--- src/rtl/cp_pkg.sv ---
// cp_pkg: constants and types shared by the CP removal and CP insertion blocks.
//   Slot geometry (FFT size, symbols per slot, the two CP lengths), the symbol
//   indices that carry the long CP, and the framing FSM state encoding.
package cp_pkg;

    localparam int CP_FFT_SIZE = 2048;
    localparam int CP_N_SYMB   = 14;
    localparam int CP_NCP1     = 160;
    localparam int CP_NCP2     = 144;

    // Symbols that carry the long cyclic prefix
    localparam logic [3:0] LONG_CP_SYM0 = 4'd0;
    localparam logic [3:0] LONG_CP_SYM1 = 4'd7;

    typedef enum logic [1:0] {
        ST_IDLE    = 2'd0,
        ST_CP_SKIP = 2'd1,
        ST_DATA    = 2'd2
    } cp_state_t;

endpackage

--- src/rtl/cp_len_sel.sv ---
// cp_len_sel: maps a symbol index to its cyclic-prefix length (combinational).
//   i_symb : symbol index within the slot
//   o_ncp  : CP length for that symbol (NCP1 on long-CP symbols, else NCP2)
module cp_len_sel
    import cp_pkg::*;
#(
    parameter int NCP1 = CP_NCP1,
    parameter int NCP2 = CP_NCP2,
    parameter int CW   = 8
) (
    input  logic [3:0]    i_symb,
    output logic [CW-1:0] o_ncp
);

    assign o_ncp = (i_symb == LONG_CP_SYM0 || i_symb == LONG_CP_SYM1) ?
                   CW'(NCP1) : CW'(NCP2);

endmodule

--- src/rtl/cp_removal.sv ---
// cp_removal: strips the cyclic prefix from each OFDM symbol of a slot and
// forwards the FFT_SIZE useful samples with symbol framing flags.
//   clk, rst          : clock (rising edge), asynchronous active-low reset
//   in_valid          : input sample qualifier; low cycles freeze all state
//   in_sof            : first CP sample of symbol 0 of a slot
//   in_r, in_i        : time-domain sample
//   out_valid         : output qualifier, one cycle after the forwarded input
//   out_r, out_i      : forwarded sample (held while out_valid is low)
//   out_sos, out_eos  : first / last useful sample of a symbol
//   out_symb          : symbol index of the output sample
//   slot_done         : pulse with the last useful sample of the slot
//   sync_err          : pulse when in_sof arrives while a slot is in progress
module cp_removal
    import cp_pkg::*;
#(
    parameter int WIDTH    = 26,
    parameter int FFT_SIZE = CP_FFT_SIZE,
    parameter int N_SYMB   = CP_N_SYMB,
    parameter int NCP1     = CP_NCP1,
    parameter int NCP2     = CP_NCP2
) (
    input  logic             clk,
    input  logic             rst,
    input  logic             in_valid,
    input  logic             in_sof,
    input  logic [WIDTH-1:0] in_r,
    input  logic [WIDTH-1:0] in_i,
    output logic             out_valid,
    output logic [WIDTH-1:0] out_r,
    output logic [WIDTH-1:0] out_i,
    output logic             out_sos,
    output logic             out_eos,
    output logic [3:0]       out_symb,
    output logic             slot_done,
    output logic             sync_err
);

    localparam int MAXLEN = (FFT_SIZE > NCP1) ? ((FFT_SIZE > NCP2) ? FFT_SIZE : NCP2)
                                              : ((NCP1 > NCP2) ? NCP1 : NCP2);
    localparam int CNTW   = $clog2(MAXLEN + 1);

    cp_state_t       r_state;
    logic [CNTW-1:0] r_cnt;
    logic [3:0]      r_symb;

    logic [CNTW-1:0] w_ncp;
    logic [CNTW-1:0] w_ncp_m1;
    logic            w_last;
    logic            w_slot_end;

    cp_len_sel #(
        .NCP1 (NCP1),
        .NCP2 (NCP2),
        .CW   (CNTW)
    ) u_len (
        .i_symb (r_symb),
        .o_ncp  (w_ncp)
    );

    assign w_ncp_m1   = w_ncp - CNTW'(1);
    assign w_last     = (r_cnt == CNTW'(FFT_SIZE - 1));
    assign w_slot_end = (r_symb == 4'(N_SYMB - 1));

    always_ff @(posedge clk or negedge rst) begin
        if (!rst) begin
            r_state   <= ST_IDLE;
            r_cnt     <= '0;
            r_symb    <= '0;
            out_valid <= 1'b0;
            out_r     <= '0;
            out_i     <= '0;
            out_sos   <= 1'b0;
            out_eos   <= 1'b0;
            out_symb  <= '0;
            slot_done <= 1'b0;
            sync_err  <= 1'b0;
        end else begin
            // Flags are single-cycle; data and symbol index hold between outputs
            out_valid <= 1'b0;
            out_sos   <= 1'b0;
            out_eos   <= 1'b0;
            slot_done <= 1'b0;
            sync_err  <= 1'b0;
            if (in_valid) begin
                case (r_state)
                    ST_IDLE: begin
                        if (in_sof) begin
                            // This sample is CP sample 0 of symbol 0
                            r_state <= ST_CP_SKIP;
                            r_symb  <= '0;
                            r_cnt   <= CNTW'(1);
                        end
                    end
                    ST_CP_SKIP: begin
                        if (in_sof) begin
                            sync_err <= 1'b1;
                            r_symb   <= '0;
                            r_cnt    <= CNTW'(1);
                        end else if (r_cnt == w_ncp_m1) begin
                            r_state <= ST_DATA;
                            r_cnt   <= '0;
                        end else begin
                            r_cnt <= r_cnt + CNTW'(1);
                        end
                    end
                    ST_DATA: begin
                        if (in_sof) begin
                            // Resync wins even on the slot's last useful sample
                            sync_err <= 1'b1;
                            r_state  <= ST_CP_SKIP;
                            r_symb   <= '0;
                            r_cnt    <= CNTW'(1);
                        end else begin
                            out_valid <= 1'b1;
                            out_r     <= in_r;
                            out_i     <= in_i;
                            out_symb  <= r_symb;
                            out_sos   <= (r_cnt == '0);
                            out_eos   <= w_last;
                            if (w_last) begin
                                r_cnt <= '0;
                                if (w_slot_end) begin
                                    slot_done <= 1'b1;
                                    r_state   <= ST_IDLE;
                                end else begin
                                    r_symb  <= r_symb + 4'd1;
                                    r_state <= ST_CP_SKIP;
                                end
                            end else begin
                                r_cnt <= r_cnt + CNTW'(1);
                            end
                        end
                    end
                    default: r_state <= ST_IDLE;
                endcase
            end
        end
    end

endmodule
--- config.mk ---
export PLATFORM = sky130hd
export DESIGN_NAME = cp_removal
export DESIGN_NICKNAME = d
export VERILOG_FILES = /design/src/rtl/cp_pkg.sv /design/src/rtl/cp_len_sel.sv /design/src/rtl/cp_removal.sv
export SDC_FILE = /design/constraint.sdc
export NUM_CORES = 1
export LEC_CHECK = 0
export BUFFER_PORTS_ARGS = -buffer_cell sky130_fd_sc_hd__buf_4
export CAP_MARGIN = 30
export CORE_AREA = 8 8 120 122
export DETAILED_ROUTE_END_ITERATION = 8
export DIE_AREA = 0 0 128 130
export PLACE_DENSITY_LB_ADDON = 0.05
export SYNTH_ARGS = -nofsm -noshare
export SYNTH_HDL_FRONTEND = slang
export SYNTH_SLANG_ARGS = --single-unit
--- constraint.sdc ---
create_clock -name clk -period 3.9 [get_ports clk]
set_input_delay 0.195 -clock clk [delete_from_list [all_inputs] [get_ports clk]]
set_output_delay 0.195 -clock clk [all_outputs]
set_load 0.005 [all_outputs]
* Word-level counts from Yosys, hierarchy flattened *
Index checks and enable logic that the tools add are counted.

storage, ports and cells
  flip-flop bits (word level) = 79
  bits of input ports = 56
  output and inout port bits = 61
  logic and storage cells = 75

operators by class
  add/sub/neg operators = 3
  equality and inequality tests = 12
  multiplexer cells = 36
  bitwise operators = 1
  reduce and logical (&&, ||, !) cells = 12

operator list
  cell                     number
  $mux W12                 5
  $pmux W12 S3             1
  $mux W1                  18
  $mux W4                  4
  $add A12 B1 Y12 const B  1
  $eq A12 B11 Y1 const B   1
  $eq A12 B12 Y1           1
  $logic_not A12 Y1        1
  $sub A12 B1 Y12 const B  1
  $mux W2                  5
  $reduce_and A5 Y1        2
  $pmux W4 S2              1
  $mux W6                  1
  $ne A2 B2 Y1 const B     3
  $ne A3 B3 Y1 const B     2
  $pmux W2 S3              1
  $reduce_and A3 Y1        2
  $add A4 B1 Y4 const B    1
  $eq A4 B3 Y1 const B     1
  $eq A4 B4 Y1 const B     1
  $logic_not A4 Y1         1
  $reduce_or A2 Y1         2
  $reduce_bool A3 Y1       1
  $eq A2 B1 Y1 const B     1
  other kinds (6)          6

* Longest topological paths before layout *
Gate-level depths: netlist (run 1).

  depth after elaboration = 8
  depth in mapped cells = 9
  mapped depth without buffers = 8

* Cells and area by module *
From an unflattened synthesis (run 1), not the netlist that was laid out.

second synthesis, totals
  cell total of the unflattened synthesis = 456
  area total of the unflattened synthesis = 3900.0 um^2

modules (own cells, without submodules)
  module      times used  cells each  area each (um^2)  sequential area each (um^2)
  cp_removal  1           440         3793.6            1976.9
  cp_len_sel  1           16          106.4             0.0

* Worst setup path before layout (run 1) *
Ideal clock, no wire load.

  kind = register to register
  start = register r_state[0]
  end = register out_i[0]
  library setup time = 0.128 ns
  arrival = 1.955 ns
  required time = 3.772 ns
  path slack = 1.817 ns
  cell stages (with the launch flop) = 9
  path buffers = 1
  period minus slack after synthesis = 2.083 ns
  cell sequence = dfrtp_1 inv_1 ha_1 inv_2 nor2_1 nand2_1 inv_2 buf_2 mux2_1

on the way
  word-level cells in the longest chain between the ends = 2

RTL lines
  element                             RTL line           source
  from (decl)                         cp_removal.sv:42   cp_state_t r_state;
  from (signal assigned)              cp_removal.sv:66   r_state <= ST_IDLE;
  from (signal assigned)              cp_removal.sv:89   r_state <= ST_CP_SKIP;
  from (signal assigned)              cp_removal.sv:100  r_state <= ST_DATA;
  $eq A2 B2 Y1                        cp_removal.sv:85   case (r_state)
  $reduce_and A3 Y1 (no source line)  n/a
  to (signal assigned)                cp_removal.sv:116  out_i <= in_i;
  to (decl)                           cp_removal.sv:30   output logic [WIDTH-1:0] out_i,

No other way between the ends.
A chain may end at the register's enable or synchronous reset.

* Final worst setup path (run 1) *
  start = register r_state[0]
  end = register out_i[6]

The elaborated chain is that of the path after synthesis.

==> results of run 1 <==
[worst max-delay path: stages, from the launching register on]
cell and delay, ns:
dfrtp_1 0.42, inv_1 0.10, ha_1 0.27, inv_2 0.07, nor2_1 0.30, nand2_1 0.28, inv_2 0.53, buf_4 0.35
mux2_1 0.36
[cell usage after synthesis, types with 3 or more instances]
cell type,count,share of area (%)
and4_1,3,0.74
dfrtp_1,79,56
nor2_1,5,0.53
inv_1,8,0.85
clkbuf_1,4,0.42
nand4_1,3,0.53
nor3_1,5,0.70
o311ai_1,4,0.99
nand3_1,11,1.6
ha_1,10,3.5
buf_2,7,0.99
and2_1,4,0.70
nand2_1,28,3.0
a21oi_1,5,0.70
o211ai_1,5,1.1
mux2_1,55,17
nor4_1,3,0.53
nor2b_1,5,0.88
o21ai_1,9,1.3
o22ai_1,5,0.88
[sequential cells by signal, indices dropped and copies added, names as in the netlist]
register,flops
out_i,26
out_r,26
r_cnt,12
out_symb,4
r_symb,4
r_state,2
out_eos,1
out_sos,1
out_valid,1
slot_done,1
sync_err,1
[area by class of cell]
type | instances | area [sq um] | share of cell area [%]
flip-flops and latches | 79 | 1980 | 40.3
multi-input cells | 184 | 1470 | 30.0
repair buffers | 122 | 918 | 18.7
clock buffers | 9 | 225 | 4.59
well taps | 172 | 215 | 4.38
clock inverters | 6 | 62.6 | 1.27
inverters | 10 | 37.5 | 0.765
[path summary, 6_finish.rpt]
| path | startpoint | endpoint | slack (ns) | cells past startpoint |
|---|---|---|---|---|
| max in group asynchronous | rst | out_i[9]$_DFFE_PN0P_ | 2.61 | 3 |
| min reg2reg | out_i[20]$_DFFE_PN0P_ | out_i[20]$_DFFE_PN0P_ | 0.48 | 1 |
| max | r_state[0]$_DFFE_PN0P_ | out_i[6]$_DFFE_PN0P_ | 1.08 | 8 |
| min | in_r[20] | out_r[20]$_DFFE_PN0P_ | 0.07 | 2 |
| min in group asynchronous | rst | out_r[10]$_DFFE_PN0P_ | 0.43 | 2 |
| max reg2reg | r_state[0]$_DFFE_PN0P_ | out_i[6]$_DFFE_PN0P_ | 1.08 | 8 |
[cells by family after synthesis]
kind of cell,after synthesis
flops,79
simple gates,76
mux,56
compound gates,42
buf+inv,22
fa+ha+maj,10
[what timing repair did]
action	CTS	global route
hold buffers	1	0
gates resized for setup	0	0
endpoints found under the hold margin	51	0
[through the flow]
| stage | hold slack, ns | cells |
|---|---|---|
| after floorplan | -0.101 | 285 |
| after global placement | 0.282 | 566 |
| after detailed placement | 0.279 | 566 |
| after CTS | 0.0578 | 582 |
| after global routing | 0.0588 | 582 |
| final | 0.0730 | 582 |
[power by group]
part	internal [W]	switching [W]
logic	0.000344	0.000248
clock network	0.000489	0.000331
registers	0.000987	0.0000878
total	0.00182	0.000667
[layer usage]
metal | up-vias | GRT usage [%] | share of wire, %
li1 | 1280 | - | -
met1 | 1300 | 14.1 | 45
met2 | 85 | 17.4 | 46
met3 | 10 | 4.00 | 7.5
met4 | 0 | 4.83 | 1.5
met5 | - | 0 | 0
==> qor.csv, run 1 <==
stage;metric;value;unit
pwr;p_leak;2.43;nW
yosys;ys_seq_elements;79;
grt;grt_pass1_wl;14500;um
yosys;async_flop_share;100;%
finish;drive_gt1_share;34.9;%
drt;dr_total_vias;2675;
drt;drc;0;
finish;layout.cells.most_common;buf_4;
placed_design;place_congestion;0.737;
worst_setup_path;critPathRequiredTime;4.11;ns
pwr;powerDensity;507;nW/um^2
pwr;ir_drop;242;uV
sta;layout_setup_ws;1.08;ns
grt;grt_pass1_vias;2689;
grt;gr-total-overflow;0;
grt;antenna_found_initial;0;
finish;final_cell_mix;121 x buf_4, 79 x dfrtp_1, 55 x mux2_1, 28 x nand2_1, 11 x nand3_1;
placed_design;placed_area;4610;sq um
min_path;hp-class;in2reg;
flow_run;drv_cap;0;
drt;drt_iter0_drc;170;
floorplan;die_height;130;um
worst_setup_path;end_kind;flop;
pwr;power.total;0.00249;W
yosys;synthCells;285;
sta;rsz0062_at_grt;false;
cts;cts-buffers-inserted;9;
worst_setup_path;cp_data_arrival_time;3.03;ns
finish;final_core_util;39.5;%
sta;fmax;354;MHz
grt;grt_start_max_net_pins;53;
yosys;synthSimpleGateAreaFrac;11.6;%
yosys;synth-adder-area-share;3.52;%
yosys;syn_area_per_cell;12.5;sq um
finish;antenna_cells;0;
sta;slew_headroom;33.2;%
floorplan;die_w;128;um
sta;tightest_slew;0.998;ns
sta;final.setup_skew;0.00488;ns
sta;fin_crit_sh;72.4;%
floorplan;start_util;28.6;%
yosys;synth_area;3550;sq um
floorplan;io_pins;117;
sta;tns;0;ns
cts;htreeDepth;3;
floorplan;num_rows;41;
cts;clockBufferDepth;2;
finish;nets;472;
grt;grt_usage;11.3;%
yosys;synth_top_family_by_area;multiplexers;
yosys;synth_compound_area_share;8.67;%
placed_design;hpwlAfterDp;6870;um
status;outcome;completed;
drt;wl_per_cell;15.5;um
cts;cts_root_buf;clkbuf_16;
worst_setup_path;worstSetupPathType;reg2reg;
yosys;synth_edf_count;0;
yosys;synth-main-ff-cell;dfrtp_1;
finish;synthToLayoutAreaGrowth;38.3;%
cts;clock_latency;0.33;ns
drt;first_pass_iters;4;
yosys;seq_area_frac_synth;55.7;%
drt;routed_via_density;4.60;
cts;clock_sinks;79;
yosys;muxShareOfSynthArea;17.7;%
cts;clkTransAtPathRegs;0.06;ns
placed_design;numPortBuffers;116;
sta;drv_slew;0;
sta;period_minus_slack;2.82;ns
floorplan;dieArea;16600;sq um
yosys;ys_types;43;
cts;post-cts-setup-buffers;0;
finish;fin_area;4910;sq um
sta;hold_viol;0;
drt;ant_nets;0;
placed_design;dp_worst_setup_slack;1.04;ns
drt;wl;9030;um
cts;tritoncts;built;
worst_setup_path;crit_fanout;27;
floorplan;core_area;12400;sq um
worst_setup_path;crit_path_start_kind;flop;
finish;fill_cells;1230;
yosys;syn_nets;351;
sta;setup_viol;0;
yosys;yosys_warnings;0;
yosys;synth-xor-area-share;0;%
No activity file was read; power rests on OpenSTA's default activity.
==> run 2, diff against run 1 <==
==> constraint.sdc (replaced) <==
create_clock -name clk -period 2.7 [get_ports clk]
set_input_delay 0.135 -clock clk [delete_from_list [all_inputs] [get_ports clk]]
set_output_delay 0.135 -clock clk [all_outputs]
set_load 0.005 [all_outputs]
==> run 2 against run 1 <==
Non-clock buffer count rose by 33. Clock power up 49%. Die area is the same. Clock skew rose by 0.0040 ns. Final cell count up 5.7%. Hold slack worse by 0.058 ns. Sequential power grew 45%.
==> qor.csv, run 2 (synthesized netlist as in run 1, its figures left out) <==
stage;metric;value;unit;change
status;outcome;completed;;
drt;routed_via_density;4.52;;-1.7%
sta;whs;0.0147;ns;-0.0583 ns
drt;ant_nets;0;;unchanged
pwr;ir_drop;250;uV;+3.4%
cts;hold_buffers;32;;+31
drt;wl_per_cell;15.3;um;-1.0%
worst_setup_path;crit_fanout;54;;+100%
cts;cts-buffers-inserted;9;;unchanged
pwr;p_leak;2.59;nW;+6.4%
floorplan;num_rows;41;;unchanged
worst_setup_path;end_kind;flop;;
min_path;min_from;in_i[0];;
worst_setup_path;crit_path_start_kind;flop;;
finish;drive_gt1_share;32.7;%;-2.1 points
floorplan;start_util;28.6;%;unchanged
sta;setup_viol;0;;unchanged
sta;tns;0;ns;unchanged
sta;tightest_slew;0.609;ns;-0.389 ns
drt;wl;9440;um;+4.6%
grt;gr-total-overflow;0;;unchanged
drt;drt_iter0_drc;147;;-14%
cts;clkTransAtPathRegs;0.06;ns;about the same
sta;hold_viol;0;;unchanged
flow_run;drv_cap;0;;unchanged
finish;nets;505;;+7.0%
worst_setup_path;r2r-start;r_state[0]$_DFFE_PN0P_;;
finish;synthToLayoutAreaGrowth;48.7;%;
sta;period_minus_slack;2.38;ns;-0.449 ns
cts;clock_latency;0.34;ns;about the same
sta;slew_headroom;59.2;%;+26 points
sta;rsz0062_at_grt;false;;
floorplan;die_height;130;um;unchanged
cts;clockBufferDepth;2;;unchanged
min_path;hp-class;in2reg;;
grt;grt_usage;11.8;%;+0.51 points
sta;fin_crit_sh;88.0;%;+16 points
finish;layout.cells.most_common;buf_4;;
grt;grt_start_max_net_pins;61;;+15%
grt;antenna_found_initial;0;;unchanged
worst_setup_path;worstSetupPathType;reg2reg;;
floorplan;core_area;12400;sq um;unchanged
cts;post-cts-setup-buffers;0;;unchanged
floorplan;io_pins;117;;unchanged
worst_setup_path;cp_data_arrival_time;2.58;ns;-0.45 ns
placed_design;dp_worst_setup_slack;0.318;ns;-0.721 ns
drt;drc;0;;unchanged
worst_setup_path;critPathRequiredTime;2.91;ns;-1.20 ns
drt;dr_total_vias;2778;;+3.9%
floorplan;die_w;128;um;unchanged
pwr;power.total;0.00367;W;+48%
sta;final.setup_skew;0.00886;ns;+0.00397 ns
floorplan;dieArea;16600;sq um;unchanged
cts;clock_sinks;79;;unchanged
finish;largestRegisters;out_i (26), out_r (26), r_cnt (12);;
cts;cts_resized;0;;unchanged
sta;fmax;421;MHz;+19%
grt;grt_pass1_vias;2825;;+5.1%
drt;first_pass_iters;4;;unchanged
sta;layout_setup_ws;0.325;ns;-0.751 ns
placed_design;numPortBuffers;116;;unchanged
finish;antenna_cells;0;;unchanged
sta;drv_slew;0;;unchanged
worst_setup_path;critPathLaunch;r_state[0]$_DFFE_PN0P_;;
grt;grt_pass1_wl;15300;um;+5.0%
cts;htreeDepth;3;;unchanged
cts;cts_root_buf;clkbuf_16;;
pwr;powerDensity;696;nW/um^2;+37%
cts;tritoncts;built;;
placed_design;hpwlAfterDp;6630;um;-3.4%
placed_design;place_congestion;0.753;;+2.2%
finish;final_cell_mix;121 x buf_4, 79 x dfrtp_1, 55 x mux2_1, 32 x dlygate4sd3_1, 28 x nand2_1;;
-- run 2: worst paths after layout --
kind / slack, ns / to / cells past startpoint
max: 0.32 / out_sos$_DFF_PN0_ / 9
min: 0.01 / out_i[0]$_DFFE_PN0P_ / 2
max reg2reg: 0.32 / out_sos$_DFF_PN0_ / 9
min reg2reg: 0.48 / out_i[25]$_DFFE_PN0P_ / 1
max in group asynchronous: 1.88 / out_i[16]$_DFFE_PN0P_ / 3
min in group asynchronous: 0.23 / out_r[25]$_DFFE_PN0P_ / 2
-- run 2: layout make-up --
| cell class | instances | area, sq um |
|---|---|---|
| Clock buffer | 10 | 239 |
| Clock inverter | 5 | 58.8 |
| Fill cell | 1192 | 7140 |
| Inverter | 10 | 37.5 |
| Multi-Input combinational cell | 184 | 1470 |
| Sequential cell | 79 | 1980 |
| Tap cell | 172 | 215 |
| Timing Repair Buffer | 155 | 1280 |
-- run 2: critical path, cell delays in order (launching register included) --
cell	delay [ns]
dfrtp_1	0.43
inv_1	0.10
ha_1	0.29
inv_2	0.08
nor2_1	0.34
nand2_1	0.16
inv_2	0.09
buf_12	0.25
nand3_1	0.13
nor4_1	0.30
-- run 2: power breakdown --
group / total [W] / internal (W) / switching [W]
registers: 0.00155 / 0.00143 / 0.000126
logic: 0.000902 / 0.000530 / 0.000372
clock network: 0.00122 / 0.000736 / 0.000486
total: 0.00367 / 0.00269 / 0.000984
-- run 2: metal layers --
metal  share of wire (%)  global-route usage, %
met3                 6.3                   4.73
met1                  46                   14.2
met4                 1.4                   4.48
met5                   0                      0
met2                  46                   18.6
-- run 2: through the flow --
step | util (%) | cell area, sq um | instances
4_1_cts | 42.5 | 5280 | 615
5_1_grt | 42.5 | 5280 | 615
3_3_place_gp | 37.3 | 4630 | 567
3_5_place_dp | 37.5 | 4660 | 568
6_report | 42.5 | 5280 | 615
2_1_floorplan | - | 3550 | 285
==> run 3, diff against run 2 <==
--- a/config.mk
+++ b/config.mk
@@ -5,11 +5,11 @@
 export SDC_FILE = /design/constraint.sdc
 export NUM_CORES = 1
 export LEC_CHECK = 0
-export BUFFER_PORTS_ARGS = -buffer_cell sky130_fd_sc_hd__buf_4
 export CAP_MARGIN = 30
 export CORE_AREA = 8 8 120 122
 export DETAILED_ROUTE_END_ITERATION = 8
 export DIE_AREA = 0 0 128 130
+export DONT_BUFFER_PORTS = 1
 export PLACE_DENSITY_LB_ADDON = 0.05
 export SYNTH_ARGS = -nofsm -noshare
 export SYNTH_HDL_FRONTEND = slang
==> run 3 against run 2 <==
Via count shrank 13%. Sequential share of layout area is 5.0 points higher. Global-route usage down 0.72 points. Critical endpoint is now out_i[15]$_DFFE_PN0P_. Clock skew shrank 0.00096 ns. Maximum frequency shrank 0.74%. Combinational power is 47% lower. Register-to-register slack lost 0.02 ns. Non-clock buffer count is 91 lower.
==> qor.csv, run 3 (synthesized netlist as in run 1, its figures left out) <==
stage;metric;value;unit;change
status;outcome;completed;;
worst_setup_path;cp.depth;8;;-1
sta;rsz0062_at_grt;false;;
drt;dr_total_vias;2410;;-13%
sta;tightest_slew;0.720;ns;+0.111 ns
cts;tritoncts;built;;
min_path;whs_path_depth;3;;+1
pwr;p_int;0.00243;W;-9.5%
drt;wl;8910;um;-5.6%
sta;drv_slew;0;;unchanged
grt;gr-total-overflow;0;;unchanged
cts;clock_sinks;79;;unchanged
cts;clockBufferDepth;2;;unchanged
placed_design;hpwlAfterDp;5990;um;-9.8%
sta;final.setup_skew;0.00790;ns;-0.000957 ns
flow_run;drv_cap;0;;unchanged
finish;antenna_cells;0;;unchanged
pwr;power.total;0.00333;W;-9.3%
floorplan;num_rows;41;;unchanged
grt;antenna_found_initial;0;;unchanged
drt;wl_per_cell;17.0;um;+11%
pwr;ir_drop;273;uV;+9.0%
pwr;p_comb_share;14.3;%;-10 points
sta;hold_viol;0;;unchanged
pwr;powerDensity;717;nW/um^2;+2.9%
placed_design;dp_worst_setup_slack;0.265;ns;-0.0532 ns
cts;cts-buffers-inserted;9;;unchanged
sta;period_minus_slack;2.39;ns;+0.0176 ns
finish;nets;414;;-18%
worst_setup_path;worstPathCellList;inv_1, ha_1, inv_2, nor2_1, nand2_1, inv_2, buf_12, mux2_1;;
drt;first_pass_iters;4;;unchanged
floorplan;die_height;130;um;unchanged
cts;clkTransAtPathRegs;0.06;ns;about the same
finish;largestRegisters;out_i (26), out_r (26), r_cnt (12);;
grt;grt_usage;11.1;%;-0.72 points
drt;ant_nets;0;;unchanged
grt;busiest_layer;met2;;
drt;drt_iter0_drc;107;;-27%
drt;routed_via_density;4.60;;+1.8%
worst_setup_path;worstSetupPathType;reg2reg;;
pwr;p_switching;0.000900;W;-8.5%
floorplan;io_pins;117;;unchanged
sta;tns;0;ns;unchanged
placed_design;numPortBuffers;0;;-100%
sta;layout_setup_ws;0.307;ns;-0.0176 ns
grt;grt_pass1_vias;2535;;-10%
pwr;clkPwrFrac;36.7;%;+3.5 points
cts;cts_root_buf;clkbuf_16;;
sta;whs;0.0358;ns;+0.0210 ns
floorplan;core_area;12400;sq um;unchanged
worst_setup_path;cp_data_arrival_time;2.60;ns;+0.02 ns
min_path;hp-class;in2reg;;
floorplan;start_util;28.6;%;unchanged
worst_setup_path;critPathMaxStageDelay;0.42;ns;about the same
worst_setup_path;cp.buffers_inverters;4;;unchanged
pwr;p_leak;2.12;nW;-18%
worst_setup_path;end_kind;flop;;
sta;fin_crit_sh;88.6;%;+0.65 points
grt;grt_pass1_wl;14400;um;-5.6%
sta;setup_viol;0;;unchanged
pwr;sw_frac_of_total;27.0;%;+0.22 points
pwr;p_seq_share;49.0;%;+6.8 points
sta;fmax;418;MHz;-0.74%
sta;slew_headroom;51.8;%;-7.4 points
grt;grt_start_max_net_pins;80;;+31%
floorplan;dieArea;16600;sq um;unchanged
finish;final_cell_mix;79 x dfrtp_1, 55 x mux2_1, 55 x dlygate4sd3_1, 28 x nand2_1, 11 x nand3_1;;
placed_design;numPlacedInstances;453;;-20%
worst_setup_path;crit_path_start_kind;flop;;
grt;grtUsageMet2;18.1;%;-0.53 points
finish;layout.cells.most_common;dfrtp_1;;
placed_design;place_congestion;0.745;;-1.0%
worst_setup_path;worst-r2r-cell-count;8;;-1
cts;cts_resized;0;;unchanged
finish;synthToLayoutAreaGrowth;31.1;%;
cts;htreeDepth;3;;unchanged
drt;drc;0;;unchanged
worst_setup_path;worst_path_max_delay_cell;dfrtp_1;;
finish;layout.cells.non_filler;524;;-15%
worst_setup_path;critPathRequiredTime;2.91;ns;about the same
worst_setup_path;crit_fanout;34;;-37%
cts;clock_latency;0.33;ns;about the same
grt;use_met3;5.30;%;+0.57 points
worst_setup_path;path_common_cell;inv_2;;
worst_setup_path;path_delay_family;buffers and inverters;;
finish;drive_gt1_share;8.52;%;-24 points
grt;met1_usage;12.6;%;-1.6 points
floorplan;die_w;128;um;unchanged
## run 3: cell count changes in the layout (fill, tap and decap cells not counted)
cell	delta
buf_4	-114
clkbuf_1	+1
clkbuf_8	+1
clkinv_4	-1
clkinvlp_4	-1
dlygate4sd3_1	+23
## run 3: tightest hold or removal path, cell delays in order
cell,delay (ns)
nor2_1,0.07
nand2_1,0.07
o2bb2ai_1,0.05
## run 3: path summary, 6_finish.rpt
| kind | slack, ns | end | from |
|---|---|---|---|
| worst max-delay path | 0.31 | out_i[15]$_DFFE_PN0P_ | r_state[0]$_DFFE_PN0P_ |
| worst min-delay path | 0.04 | r_symb[2]$_DFFE_PN0P_ | in_sof |
| worst max register to register | 0.31 | out_i[15]$_DFFE_PN0P_ | r_state[0]$_DFFE_PN0P_ |
| worst min register to register | 0.52 | out_i[12]$_DFFE_PN0P_ | out_i[12]$_DFFE_PN0P_ |
| max in group asynchronous | 2.00 | out_i[19]$_DFFE_PN0P_ | rst |
| min in group asynchronous | 0.33 | out_r[25]$_DFFE_PN0P_ | rst |
## run 3: repair_timing
action,in CTS,in global routing
endpoints found under the setup margin,0,0
hold buffers,56,0
buffers inserted,0,0
hold endpoints to repair,133,0
## run 3: area by class of cell
class | instances | area, sq um
fill | 1224 | 7760
sequential | 79 | 1980
multi-input combinational | 184 | 1470
timing repair buffer | 64 | 651
clock buffer | 12 | 256
tap | 172 | 215
clock inverter | 3 | 42.5
inverter | 10 | 37.5
## run 3: per-stage QoR
| step | cell area [sq um] | util, % |
|---|---|---|
| after floorplan | 3550 | - |
| after global placement | 3780 | 30.4 |
| after detailed placement | 3780 | 30.4 |
| after CTS | 4650 | 37.5 |
| after global routing | 4650 | 37.5 |
| final | 4650 | 37.5 |
## run 3: metal layers
layer / vias to the layer above / routed length (um)
li1: 1161 / -
met3: 6 / 772
met5: - / 0
met2: 74 / 4260
met1: 1169 / 3770
met4: 0 / 105
## run 3: power by group through the flow
stage	clock (W)	sequential [W]	combinational, W
after floorplan	0	0.00158	0.000321
after global placement	0	0.00167	0.000383
after detailed placement	0	0.00166	0.000390
after CTS	0.00129	0.00164	0.000486
after global routing	0.00133	0.00167	0.000544
final	0.00122	0.00163	0.000476
